### config.mk
export PLATFORM = sky130hd
export DESIGN_NAME = recv_word
export DESIGN_NICKNAME = d
export VERILOG_FILES = /design/src/rtl/recv_pkg.sv /design/src/rtl/recv_byte.sv /design/src/rtl/recv_word.sv
export SDC_FILE = /design/constraint.sdc
export NUM_CORES = 1
export LEC_CHECK = 0
export CORE_ASPECT_RATIO = 1.1
export CORE_MARGIN = 2
export CORE_UTILIZATION = 40
export DETAILED_ROUTE_END_ITERATION = 10
export PLACE_DENSITY = 0.66
export SLEW_MARGIN = 20
export SYNTH_ARGS = -nofsm -noshare
export SYNTH_HDL_FRONTEND = slang
export SYNTH_HIERARCHICAL = 1
export SYNTH_SLANG_ARGS = --single-unit
### constraint.sdc
create_clock -name recv_clk -period 4.8 [get_ports recv_clk]
set_clock_uncertainty 0.15 [all_clocks]
set_input_delay 0.72 -clock recv_clk [delete_from_list [all_inputs] [get_ports recv_clk]]
set_output_delay 0.72 -clock recv_clk [all_outputs]
set_load 0.01 [all_outputs]
### src/rtl/recv_pkg.sv
// Shared types, sizes and byte-lane mapping for the serial word receiver.
package recv_pkg;

  localparam int unsigned DATA_BITS      = 8;
  localparam int unsigned BYTES_PER_WORD = 4;
  localparam int unsigned WORD_BITS      = DATA_BITS * BYTES_PER_WORD;
  localparam int unsigned IDX_W          = $clog2(BYTES_PER_WORD);
  localparam int unsigned BIT_W          = $clog2(DATA_BITS);
  localparam int unsigned LSB_W          = $clog2(WORD_BITS);

  typedef enum logic [2:0] {
    IDLE,
    START,
    DATA,
    STOP,
    BREAK
  } state_t;

  // Byte index 0 lands in the most significant lane, index 3 in the least.
  function automatic logic [LSB_W-1:0] lane_lsb(input logic [IDX_W-1:0] idx);
    return LSB_W'((BYTES_PER_WORD - 1 - 32'(idx)) * DATA_BITS);
  endfunction

endpackage

### src/rtl/recv_byte.sv
// 8N1 byte recovery: input synchronizer, byte FSM, tick/bit counters, shift register.
module recv_byte
  import recv_pkg::*;
#(
  parameter int unsigned OVERSAMPLE = 16
) (
  input  logic                 recv_clk,
  input  logic                 rst,
  input  logic                 rxd,
  output logic [DATA_BITS-1:0] byte_o,
  output logic                 byte_vld,
  output logic                 stop_err,
  output logic                 idle,
  output logic                 start_det
);

  localparam int unsigned TW = $clog2(OVERSAMPLE);
  localparam logic [TW-1:0]    TICK_HALF = TW'(OVERSAMPLE / 2 - 1);
  localparam logic [TW-1:0]    TICK_LAST = TW'(OVERSAMPLE - 1);
  localparam logic [BIT_W-1:0] BIT_LAST  = BIT_W'(DATA_BITS - 1);

  logic                 rxd_meta;
  logic                 rxd_s;
  logic                 rxd_prev;
  logic                 fall;
  state_t               state;
  state_t               state_d;
  logic [TW-1:0]        tick;
  logic [TW-1:0]        tick_d;
  logic [BIT_W-1:0]     bit_cnt;
  logic [BIT_W-1:0]     bit_d;
  logic [DATA_BITS-1:0] shreg;
  logic [DATA_BITS-1:0] shreg_d;

  // Two-flop synchronizer plus one delay stage for falling-edge detection; idles high.
  always_ff @(posedge recv_clk or negedge rst) begin
    if (!rst) begin
      rxd_meta <= 1'b1;
      rxd_s    <= 1'b1;
      rxd_prev <= 1'b1;
    end else begin
      rxd_meta <= rxd;
      rxd_s    <= rxd_meta;
      rxd_prev <= rxd_s;
    end
  end

  assign fall = rxd_prev & ~rxd_s;

  // State, counters and shift register.
  always_ff @(posedge recv_clk or negedge rst) begin
    if (!rst) begin
      state   <= IDLE;
      tick    <= '0;
      bit_cnt <= '0;
      shreg   <= '0;
    end else begin
      state   <= state_d;
      tick    <= tick_d;
      bit_cnt <= bit_d;
      shreg   <= shreg_d;
    end
  end

  // Next-state and sample decisions; byte_vld/stop_err fire in the stop-sample cycle.
  always_comb begin
    state_d   = state;
    tick_d    = tick + 1'b1;
    bit_d     = bit_cnt;
    shreg_d   = shreg;
    byte_vld  = 1'b0;
    stop_err  = 1'b0;
    start_det = 1'b0;
    unique case (state)
      IDLE: begin
        tick_d = '0;
        if (fall) begin
          state_d   = START;
          start_det = 1'b1;
        end
      end
      START: begin
        if (tick == TICK_HALF) begin
          tick_d = '0;
          bit_d  = '0;
          state_d = rxd_s ? IDLE : DATA;
        end
      end
      DATA: begin
        if (tick == TICK_LAST) begin
          tick_d  = '0;
          shreg_d = {rxd_s, shreg[DATA_BITS-1:1]};
          bit_d   = bit_cnt + 1'b1;
          if (bit_cnt == BIT_LAST) state_d = STOP;
        end
      end
      STOP: begin
        if (tick == TICK_LAST) begin
          tick_d = '0;
          if (rxd_s) begin
            byte_vld = 1'b1;
            state_d  = IDLE;
          end else begin
            stop_err = 1'b1;
            state_d  = BREAK;
          end
        end
      end
      BREAK: begin
        tick_d = '0;
        if (rxd_s) state_d = IDLE;
      end
      default: begin
        tick_d  = '0;
        state_d = IDLE;
      end
    endcase
  end

  assign byte_o = shreg;
  assign idle   = (state == IDLE);

endmodule

### src/rtl/recv_word.sv
// Serial word receiver: assembles four 8N1 bytes (MSB lane first) into a 32-bit word.
module recv_word
  import recv_pkg::*;
#(
  parameter int unsigned OVERSAMPLE   = 16,
  parameter int unsigned TIMEOUT_BITS = 16
) (
  input  logic                 recv_clk,
  input  logic                 rst,
  input  logic                 rxd,
  output logic [WORD_BITS-1:0] data_r,
  output logic                 valid,
  output logic                 frame_err,
  output logic                 timeout,
  output logic                 busy
);

  localparam int unsigned      GAP_LIMIT = TIMEOUT_BITS * OVERSAMPLE;
  localparam int unsigned      GAP_W     = $clog2(GAP_LIMIT + 1);
  localparam logic [GAP_W-1:0] GAP_END   = GAP_W'(GAP_LIMIT);
  localparam logic [IDX_W-1:0] IDX_LAST  = IDX_W'(BYTES_PER_WORD - 1);

  logic [DATA_BITS-1:0] byte_o;
  logic                 byte_vld;
  logic                 stop_err;
  logic                 idle;
  logic                 start_det;
  logic [IDX_W-1:0]     idx;
  logic [WORD_BITS-1:0] word_q;
  logic [WORD_BITS-1:0] word_next;
  logic [GAP_W-1:0]     gap;
  logic                 gap_run;
  logic                 timeout_hit;

  recv_byte #(
    .OVERSAMPLE(OVERSAMPLE)
  ) u_byte (
    .recv_clk  (recv_clk),
    .rst       (rst),
    .rxd       (rxd),
    .byte_o    (byte_o),
    .byte_vld  (byte_vld),
    .stop_err  (stop_err),
    .idle      (idle),
    .start_det (start_det)
  );

  // Partial word with the incoming byte dropped into its lane.
  always_comb begin
    word_next = word_q;
    word_next[lane_lsb(idx) +: DATA_BITS] = byte_o;
  end

  // A start edge in the same cycle as the limit suppresses the timeout.
  assign gap_run     = idle && (idx != '0) && !start_det;
  assign timeout_hit = gap_run && (gap == GAP_END);

  // Inter-byte gap counter, active only while a partial word waits in IDLE.
  always_ff @(posedge recv_clk or negedge rst) begin
    if (!rst) begin
      gap <= '0;
    end else if (!gap_run || timeout_hit) begin
      gap <= '0;
    end else begin
      gap <= gap + 1'b1;
    end
  end

  // Word assembler and registered one-cycle status pulses.
  always_ff @(posedge recv_clk or negedge rst) begin
    if (!rst) begin
      idx       <= '0;
      word_q    <= '0;
      data_r    <= '0;
      valid     <= 1'b0;
      frame_err <= 1'b0;
      timeout   <= 1'b0;
    end else begin
      valid     <= 1'b0;
      frame_err <= 1'b0;
      timeout   <= 1'b0;
      if (stop_err) begin
        idx       <= '0;
        word_q    <= '0;
        frame_err <= 1'b1;
      end else if (byte_vld) begin
        if (idx == IDX_LAST) begin
          data_r <= word_next;
          valid  <= 1'b1;
          idx    <= '0;
          word_q <= '0;
        end else begin
          word_q <= word_next;
          idx    <= idx + 1'b1;
        end
      end else if (timeout_hit) begin
        idx     <= '0;
        word_q  <= '0;
        timeout <= 1'b1;
      end
    end
  end

  assign busy = !idle || (idx != '0);

endmodule
---- Word level (Yosys, flattened, before mapping) ----
Cells that the tools add are included.
storage, ports and cells
  register bits after elaboration ......... 99
  bits in latches ......................... 0
  RAM bits ................................ 0
  ROM bits ................................ 0
  output and inout port bits .............. 36
  word-level logic and storage cells ...... 97
  memories ................................ 0
operators by class
  add/sub/neg operators ................... 6
  multiply operators ...................... 0
  divide/modulo/power cells ............... 0
  magnitude comparators ................... 0
  equality and inequality tests ........... 15
  shifts and indexed selects .............. 2
  muxes and demuxes ....................... 40
  bitwise gates (word level) .............. 3
  reductions and logical operators ........ 17
operators by type and width
  cell                                                   number
  two-way mux 32 bit                                     4
  bitwise mux 32 bit                                     1
  variable shift 8 x 7 -> 32 bit, first input constant   1
  variable part select 8 x 7 -> 32 bit                   1
  two-way mux 3 bit                                      9
  two-way mux 1 bit                                      15
  one-hot mux 3 bit (5 select lines)                     1
  inequality test 2 x 1 -> 1 bit, second input constant  6
  two-way mux 2 bit                                      5
  adder 9 x 1 -> 9 bit, second input constant            1
  equality test 9 bit, second input constant             1
  two-way mux 9 bit                                      1
  two-way mux 4 bit                                      2
  one-hot mux 4 bit (2 select lines)                     1
  negator 5 -> 7 bit                                     1
  equality test 3 x 2 -> 1 bit, second input constant    2
  equality test 3 bit, second input constant             2
  one-hot mux 3 bit (2 select lines)                     1
  AND reduction 3 bit                                    2
  AND reduction 6 bit                                    1
  adder 4 x 1 -> 4 bit, second input constant            1
  equality test 4 x 3 -> 1 bit, second input constant    1
  equality test 4 bit, second input constant             1
  nonzero test 2 bit                                     2
  other kinds (14)                                       20

---- Longest topological paths before layout ----
Gate-level depths: netlist of the first run.
  depth after elaboration ................. 10
  depth in mapped cells ................... 10
  mapped depth without buffers ............ 7

---- Hierarchy ----
The synthesis of the first run kept the hierarchy.
modules (own cells, without submodules)
  module     instances  cells an instance  area an instance (µm²)
  recv_word  1          375                3688.5
  recv_byte  1          79                 970.9

---- Least setup slack after synthesis of the first run ----
Ideal clock, no wire load.
  kind .................................... register to register
  from .................................... register u_byte.tick[0]
  to ...................................... register data_r[10]
  library setup time ...................... 0.083 ns
  arrival ................................. 2.333 ns
  data required time ...................... 4.567 ns
  slack ................................... 2.234 ns
  stages on the path, launching flop included .. 11
  buffers on the path ..................... 3
  period minus slack after synthesis ...... 2.566 ns
  path through ............................ dfrtp_1 -> ha_1 -> nand2_1 -> or4_1 -> nor2_1 -> clkbuf_1 -> nand3b_1 -> buf_2 -> clkbuf_1 -> nand2_1 -> o21ai_0
on the way
  longest elaborated chain between the ends .. 5
ends and longest elaborated chain
  what                           line             text
  start, declared                recv_byte.sv:28  logic [TW-1:0] tick;
  start signal, assigned         recv_byte.sv:59  tick <= tick_d;
  equality test 4 bit            recv_byte.sv:98  if (tick == TICK_LAST) begin
  two-way mux 1 bit              recv_byte.sv:98
  two-way mux 1 bit              recv_byte.sv:74  unique case (state)
  via stop_err                   recv_word.sv:25  logic stop_err;
  inverter 1 bit (no line)       -
  AND reduction 3 bit (no line)  -
  end signal, assigned           recv_word.sv:88  data_r <= word_next;
  end, declared                  recv_word.sv:11  output logic [WORD_BITS-1:0] data_r,
The timed path passes the listed nets, and every way through them passes these cells.
A chain may end at the register's enable or synchronous reset.

---- Worst setup path after layout of the first run ----
  from .................................... register u_byte.tick[0]
  to ...................................... register word_q[19]
on the way
  longest elaborated chain between the ends .. 5
ends and longest elaborated chain
  what                   line             text
  equality test 4 bit *  recv_byte.sv:98
  two-way mux 1 bit *    recv_byte.sv:98
  two-way mux 1 bit *    recv_byte.sv:74
  via byte_vld           recv_word.sv:24  logic byte_vld;
  two-way mux 32 bit     recv_word.sv:86  end else if (byte_vld) begin
  two-way mux 32 bit     recv_word.sv:82  if (stop_err) begin
  end signal, assigned   recv_word.sv:93  word_q <= word_next;
  end, declared          recv_word.sv:29  logic [WORD_BITS-1:0] word_q;
The timed path passes the listed nets; every way through them passes the cells marked *.

==> run_results.csv, run 1 <==
group,metric,value,unit
routing,final_antenna_net_count,0,
floorplan,die_area,12500,um^2
setup_path,rr_worst_depth,7,
layout,diodes,0,
pwr,p_seq_share,45.2,%
setup_path,reg2reg_slack,1.65,ns
sta,hold_violations,0,
pwr,clock_power_share,40.1,%
clocking,clkSinkCount,99,
placement,placed_area,5130,um^2
layout,instances_no_fill,636,
clocking,post_cts_resized,0,
global_route,grtUsageTotal,16.9,%
sta,finalSetupTns,0,ns
routing,avgRoutedWirePerCell,15.4,um
pwr,power_density,378,nW/um^2
pwr,power,2070,uW
clocking,cts_hold_buf,0,
sta,period_share,65.7,%
pwr,p_switching,568,uW
placement,hpwl,6.40,mm
sta,slew_headroom,41.4,%
setup_path,startpoint,"u_byte/tick[0]$_DFF_PN0_",
floorplan,core_area,11400,um^2
sta,worstMarginPinSlew,0.877,ns
floorplan,ioPinCount,39,
synthesis,yosysSeqAreaShare,53.2,%
clocking,post_cts_buffers,0,
placement,routabilityCongestion,0.776,
layout,fin_nets,495,
floorplan,die_w,107,um
sta,setup_viol,0,
sta,fmax,317,MHz
setup_path,required,4.91,ns
routing,via_count,3426,
floorplan,dieHeight,117,um
global_route,grt_pass1_vias,3241,
placement,placedCellCount,620,
setup_path,crit_type,"flip-flop to flip-flop",
routing,vias_per_cell,5.39,
clocking,clockBufferDepth,2,
pwr,power.leakage,0.00231,uW
setup_path,worstSetupStartpointType,"flip-flop",
setup_path,r2r_end,"word_q[19]$_DFFE_PN0P_",
routing,drtPass1Iterations,4,
pwr,vdd_ir_drop_max,0.163,mV
clocking,insertion_delay,0.35,ns
setup_path,end_kind,"flip-flop",
synthesis,async_flop_share,100,%
clocking,clock-root-buffer,"clkbuf_16",
hold_path,min_path_type,"flip-flop to flip-flop",
synthesis,synth_nets,468,
flow_run,maxCapViolations,0,
floorplan,row_count,41,
clocking,htree_levels,3,
layout,syn_to_final_growth,17.6,%
pwr,p_int,1500,uW
pwr,p_comb_share,14.7,%
synthesis,avgSynthCellArea,10.3,um^2
sta,slew_viol_final,0,
placement,io_buffers,38,
layout,drive_gt1_share,10.3,%
synthesis,synth_edf_count,0,
clocking,cts_tree,"yes",
layout,final_area,5480,um^2
synthesis,ys_types,55,
pwr,netSwitchingFraction,27.4,%
synthesis,syn_inst,454,
routing,drt-total-wl,9.80,mm
clocking,clk_pin_slew,0.06,ns
status,status,"complete, no violations",
routing,drc,0,
global_route,antenna_found_initial,0,
setup_path,crit_path_max_fanout,9,
synthesis,synthesis.area,4660,um^2
synthesis,synth_warnings,6,
synthesis,synth_top_area_share,51.6,%
clocking,cts_buffers,9,
sta,grt_setup_unrepaired,"no",
setup_path,reg2reg_from,"u_byte/tick[0]$_DFF_PN0_",
global_route,grt_max_degree,66,
sta,min_period,3.15,ns
routing,drt_iter0_markers,219,
global_route,gr-total-overflow,0,
synthesis,yosys_most_used_dff,"dfrtp_1",
synthesis,yosys-top-cells-area,"dfrtp_1 52%, o21ai_0 6.8%, nor2b_1 4.6%, a21oi_1 4.1%, nand3_1 3.0%",
synthesis,synth_top_cell_by_area,"dfrtp_1",
global_route,grt_pass1_wl,16.4,mm
setup_path,arrival,3.26,ns
setup_path,endpoint,"word_q[19]$_DFFE_PN0P_",
floorplan,initial_core_util,40.7,%
synthesis,ys_ff_latch,99,
[synth_stat cells (3+ instances only)]
master    number
ha_1          11
dfstp_2        3
a21boi_0       9
buf_2          8
a21oi_1       38
or3_1          3
nor4_4         3
nor4b_2        3
dfrtp_1       96
inv_1         11
mux2_2         8
xnor2_1        3
nand2_1       37
nand4_1        3
nand3_1       28
nor3_1         4
nor2b_1       34
clkbuf_1      14
nor2_1         9
nand3b_1       3
o21ai_0       63
o21ai_1       24
[state kept, by name (all words and copies together) (netlist names)]
signal           count
u_byte/state         3
u_byte/byte_o        8
u_byte/tick          4
valid                1
data_r              32
u_byte/bit_cnt       3
u_byte/rxd_s         1
u_byte/rxd_prev      1
idx                  2
word_q              32
gap                  9
timeout              1
u_byte/rxd_meta      1
frame_err            1
[final cells by class]
class,count,area [um^2]
clock buffers,10,239
clock inverters,6,111
fillers,1034,5960
inverters,11,41.3
multi-input cells,316,2000
flip-flops and latches,99,2480
well taps,150,188
repair buffers,44,423
[stage by stage]
stage | hold WS, ns | utilization [%] | worst slack (ns)
after floorplan | 0.195 | - | 2.23
after global placement | 0.197 | 44.8 | 1.79
after detailed placement | 0.198 | 44.8 | 1.74
after CTS | 0.208 | 47.9 | 1.69
after global routing | 0.215 | 47.9 | 1.29
final | 0.207 | 47.9 | 1.65
[routing by layer]
metal	up-vias	track usage [%]	part of all wire, %
met2	76	27.5	49
met5	-	0	0
li1	1661	-	-
met1	1675	21.3	45
met3	14	4.21	4.3
met4	0	7.88	1.7
[power by group through the flow]
stage / clock network [uW] / logic [uW] / registers, uW
after floorplan: 0 / 263 / 913
after global placement: 0 / 295 / 946
after detailed placement: 0 / 304 / 949
after CTS: 851 / 307 / 934
after global routing: 888 / 342 / 943
final: 831 / 305 / 936
[cells by family after synthesis]
family | synth area share [%]
simple gates | 19.1
compound gates | 17.2
buf+inv | 4.05
xor+xnor | 0.752
mux | 2.69
flops | 53.2
fa+ha+maj | 2.95
[worst min path at each step]
stage / cells past startpoint / to / start / slack, ns
floorplan: 0 / u_byte/rxd_s$_DFF_PN1_ / u_byte/rxd_meta$_DFF_PN1_ / 0.20
global placement: 0 / u_byte/rxd_s$_DFF_PN1_ / u_byte/rxd_meta$_DFF_PN1_ / 0.20
detailed placement: 0 / u_byte/rxd_s$_DFF_PN1_ / u_byte/rxd_meta$_DFF_PN1_ / 0.20
CTS: 0 / u_byte/rxd_s$_DFF_PN1_ / u_byte/rxd_meta$_DFF_PN1_ / 0.21
global route: 0 / u_byte/rxd_s$_DFF_PN1_ / u_byte/rxd_meta$_DFF_PN1_ / 0.22
finish: 0 / u_byte/rxd_s$_DFF_PN1_ / u_byte/rxd_meta$_DFF_PN1_ / 0.21
[critical path, stage by stage, from the launching register on]
cell and delay [ns]:
dfrtp_1 0.36, ha_1 0.24, nand2_1 0.16, or4_1 0.55, nor2_1 0.44, nor4b_2 0.81
o21ai_0 0.17, o21ai_1 0.18
[cell usage in the layout (no fill, tap or decap), types with 3 or more instances in the layout]
cell type        count
nand3b_1             3
nor3_1               4
nor4_4               3
inv_1               11
xnor2_1              3
bufinv_16            3
a21boi_0             9
clkdlybuf4s50_1     37
nand2_1             37
dfstp_2              3
ha_1                11
mux2_2               8
o21ai_1             24
or3_1                3
buf_4                7
a21oi_1             38
nor2_1               9
nor2b_1             34
clkbuf_16            9
dfrtp_1             96
nand4_1              3
nor4b_2              3
nand3_1             28
o21ai_0             63
No activity file was read; power rests on OpenSTA's default activity.
==> inputs of run 2 (changes only) <==
==> constraint.sdc (replaced) <==
create_clock -name recv_clk -period 2.95 [get_ports recv_clk]
set_clock_uncertainty 0.15 [all_clocks]
set_input_delay 0.4425 -clock recv_clk [delete_from_list [all_inputs] [get_ports recv_clk]]
set_output_delay 0.4425 -clock recv_clk [all_outputs]
set_load 0.01 [all_outputs]
==> run_results.csv, run 2 (synthesized netlist as in run 1, its figures left out) <==
group,metric,value,unit
layout,final_common_cell,"dfrtp_1",
layout,drive_gt1_share,11.9,%
global_route,grt_pass1_wl,16.0,mm
routing,avgRoutedWirePerCell,15.0,um
layout,largest_registers,"data_r: 32 flops, word_q: 32 flops, gap: 9 flops",
hold_path,min_path_type,"flip-flop to flip-flop",
routing,drt_iter0_markers,267,
clocking,clock-root-buffer,"clkbuf_16",
sta,slew_viol_final,0,
flow_run,maxCapViolations,0,
floorplan,dieHeight,117,um
routing,wl_met2,4.59,mm
placement,routabilityCongestion,0.854,
sta,worstMarginPinSlew,0.627,ns
pwr,power_density,576,nW/um^2
sta,slew_headroom,58.0,%
placement,io_buffers,38,
clocking,htree_levels,3,
placement,hpwl,6.40,mm
layout,final_area,5510,um^2
setup_path,crit_chain,"ha_1 > nand2_1 > or4_1 > nor2_2 > nor2_1 > buf_4 > o21ai_0 > o21ai_1",
placement,placed_area,5210,um^2
routing,dr_wl_met3,660,um
layout,nFillCells,1030,
sta,fmax,366,MHz
layout,fin_nets,503,
floorplan,core_area,11400,um^2
setup_path,max_stage_delay,0.58,ns
global_route,grt_max_degree,66,
clocking,cts_tree,"yes",
sta,period_share,92.5,%
routing,final_antenna_net_count,0,
clocking,cts_buffers,9,
setup_path,critPathBufInv,1,
routing,via_count,3418,
setup_path,crit_path_max_fanout,17,
setup_path,crit_family,"simple AND/OR/NAND/NOR gates",
routing,vias_per_cell,5.31,
sta,finalSetupTns,0,ns
setup_path,end_kind,"flip-flop",
floorplan,die_area,12500,um^2
setup_path,crit_type,"flip-flop to flip-flop",
placement,place_ws,0.195,ns
sta,layout_setup_ws,0.220,ns
layout,instances_no_fill,644,
floorplan,ioPinCount,39,
sta,setup_viol,0,
layout,final_cell_mix,"96 x dfrtp_1, 63 x o21ai_0, 38 x a21oi_1",
global_route,grt_pass1_vias,3103,
clocking,clockBufferDepth,2,
routing,drtPass1Iterations,5,
floorplan,die_w,107,um
routing,drc,0,
setup_path,required,3.01,ns
global_route,grtUsageTotal,16.4,%
layout,syn_to_final_growth,18.3,%
global_route,antenna_found_initial,0,
pwr,vdd_ir_drop_max,0.274,mV
layout,diodes,0,
setup_path,arrival,2.79,ns
floorplan,row_count,41,
sta,min_period,2.73,ns
global_route,gr-total-overflow,0,
sta,grt_setup_unrepaired,"no",
placement,placedCellCount,627,
setup_path,slowest_stage,"or4_1",
setup_path,reg2reg_slack,0.22,ns
clocking,clkSinkCount,99,
routing,wl_met1,4.20,mm
routing,topRoutingLayerUsed,"met4",
clocking,clk_pin_slew,0.07,ns
sta,hold_violations,0,
clocking,post_cts_buffers,0,
setup_path,worstSetupStartpointType,"flip-flop",
routing,drt-total-wl,9.64,mm
pwr,power.leakage,0.00232,uW
floorplan,initial_core_util,40.7,%
status,status,"complete, no violations",
clocking,insertion_delay,0.35,ns
## run 2: cell types whose count changed in the layout (fill, tap and decap cells not counted), sizes merged
cell	before	now
buf	7	14
bufinv	3	0
clkbuf	10	11
clkinv	1	3
clkinvlp	1	2
dlygate4sd3	0	1
inv	12	11
## run 2: path summary, 6_finish.rpt
kind / depth (start not counted) / to / from
min reg2reg: 0 / u_byte/rxd_s$_DFF_PN1_ / u_byte/rxd_meta$_DFF_PN1_
min in group asynchronous: 2 / data_r[27]$_DFFE_PN0P_ / rst
max in group asynchronous: 3 / u_byte/rxd_meta$_DFF_PN1_ / rst
max reg2reg: 8 / word_q[22]$_DFFE_PN0P_ / u_byte/tick[0]$_DFF_PN0_
max: 8 / word_q[22]$_DFFE_PN0P_ / u_byte/tick[0]$_DFF_PN0_
min: 0 / u_byte/rxd_s$_DFF_PN1_ / u_byte/rxd_meta$_DFF_PN1_
## run 2: repair_timing
action                     in CTS  in global routing
gates resized for setup         0                  2
setup endpoints to repair       0                 18
hold buffers                    1                  0
hold endpoints to repair       41                  0
## run 2: per-layer routing
layer,GRT usage (%),vias to the layer above
met1,21.7,1618
met2,25.9,113
met5,0,-
met4,6.49,0
li1,-,1672
met3,4.54,15
## run 2: stage by stage
step                      power [uW]  hold WS [ns]  utilization, %
final                           3180         0.209            48.2
after CTS                       3200         0.209            48.1
after global routing            3360         0.215            48.2
after detailed placement        2080         0.200            45.5
after global placement          2070         0.197            45.5
after floorplan                 1910      -0.00309               -
## run 2: power breakdown
part / internal (uW) / total [uW] / switching (uW)
registers: 1420 / 1500 / 86.9
clock network: 618 / 1120 / 497
logic: 212 / 557 / 344
total: 2250 / 3180 / 928
## run 2: layout make-up
cell class | count | area (um^2) | area share [%]
tap | 150 | 188 | 3.41
clock buffer | 11 | 253 | 4.59
inverter | 11 | 41.3 | 0.749
timing repair buffer | 52 | 510 | 9.26
clock inverter | 5 | 37.5 | 0.681
multi-input combinational | 316 | 2000 | 36.3
sequential | 99 | 2480 | 45.0
## run 2: worst reg2reg max path, delay by kind of cell (launching register included)
kind            cells  cell delay (ns)
flops               1             0.36
compound gates      2             0.34
buf+inv             1             0.24
fa+ha+maj           1             0.25
simple gates        4             1.26
==> inputs of run 3 (changes only) <==
--- a/config.mk
+++ b/config.mk
@@ -10,7 +10,6 @@
 export CORE_UTILIZATION = 40
 export DETAILED_ROUTE_END_ITERATION = 10
 export PLACE_DENSITY = 0.66
-export SLEW_MARGIN = 20
 export SYNTH_ARGS = -nofsm -noshare
 export SYNTH_HDL_FRONTEND = slang
 export SYNTH_HIERARCHICAL = 1
==> results of run 3 <==
Same layout as run 2: the final DEF is identical, and so are final timing and power.
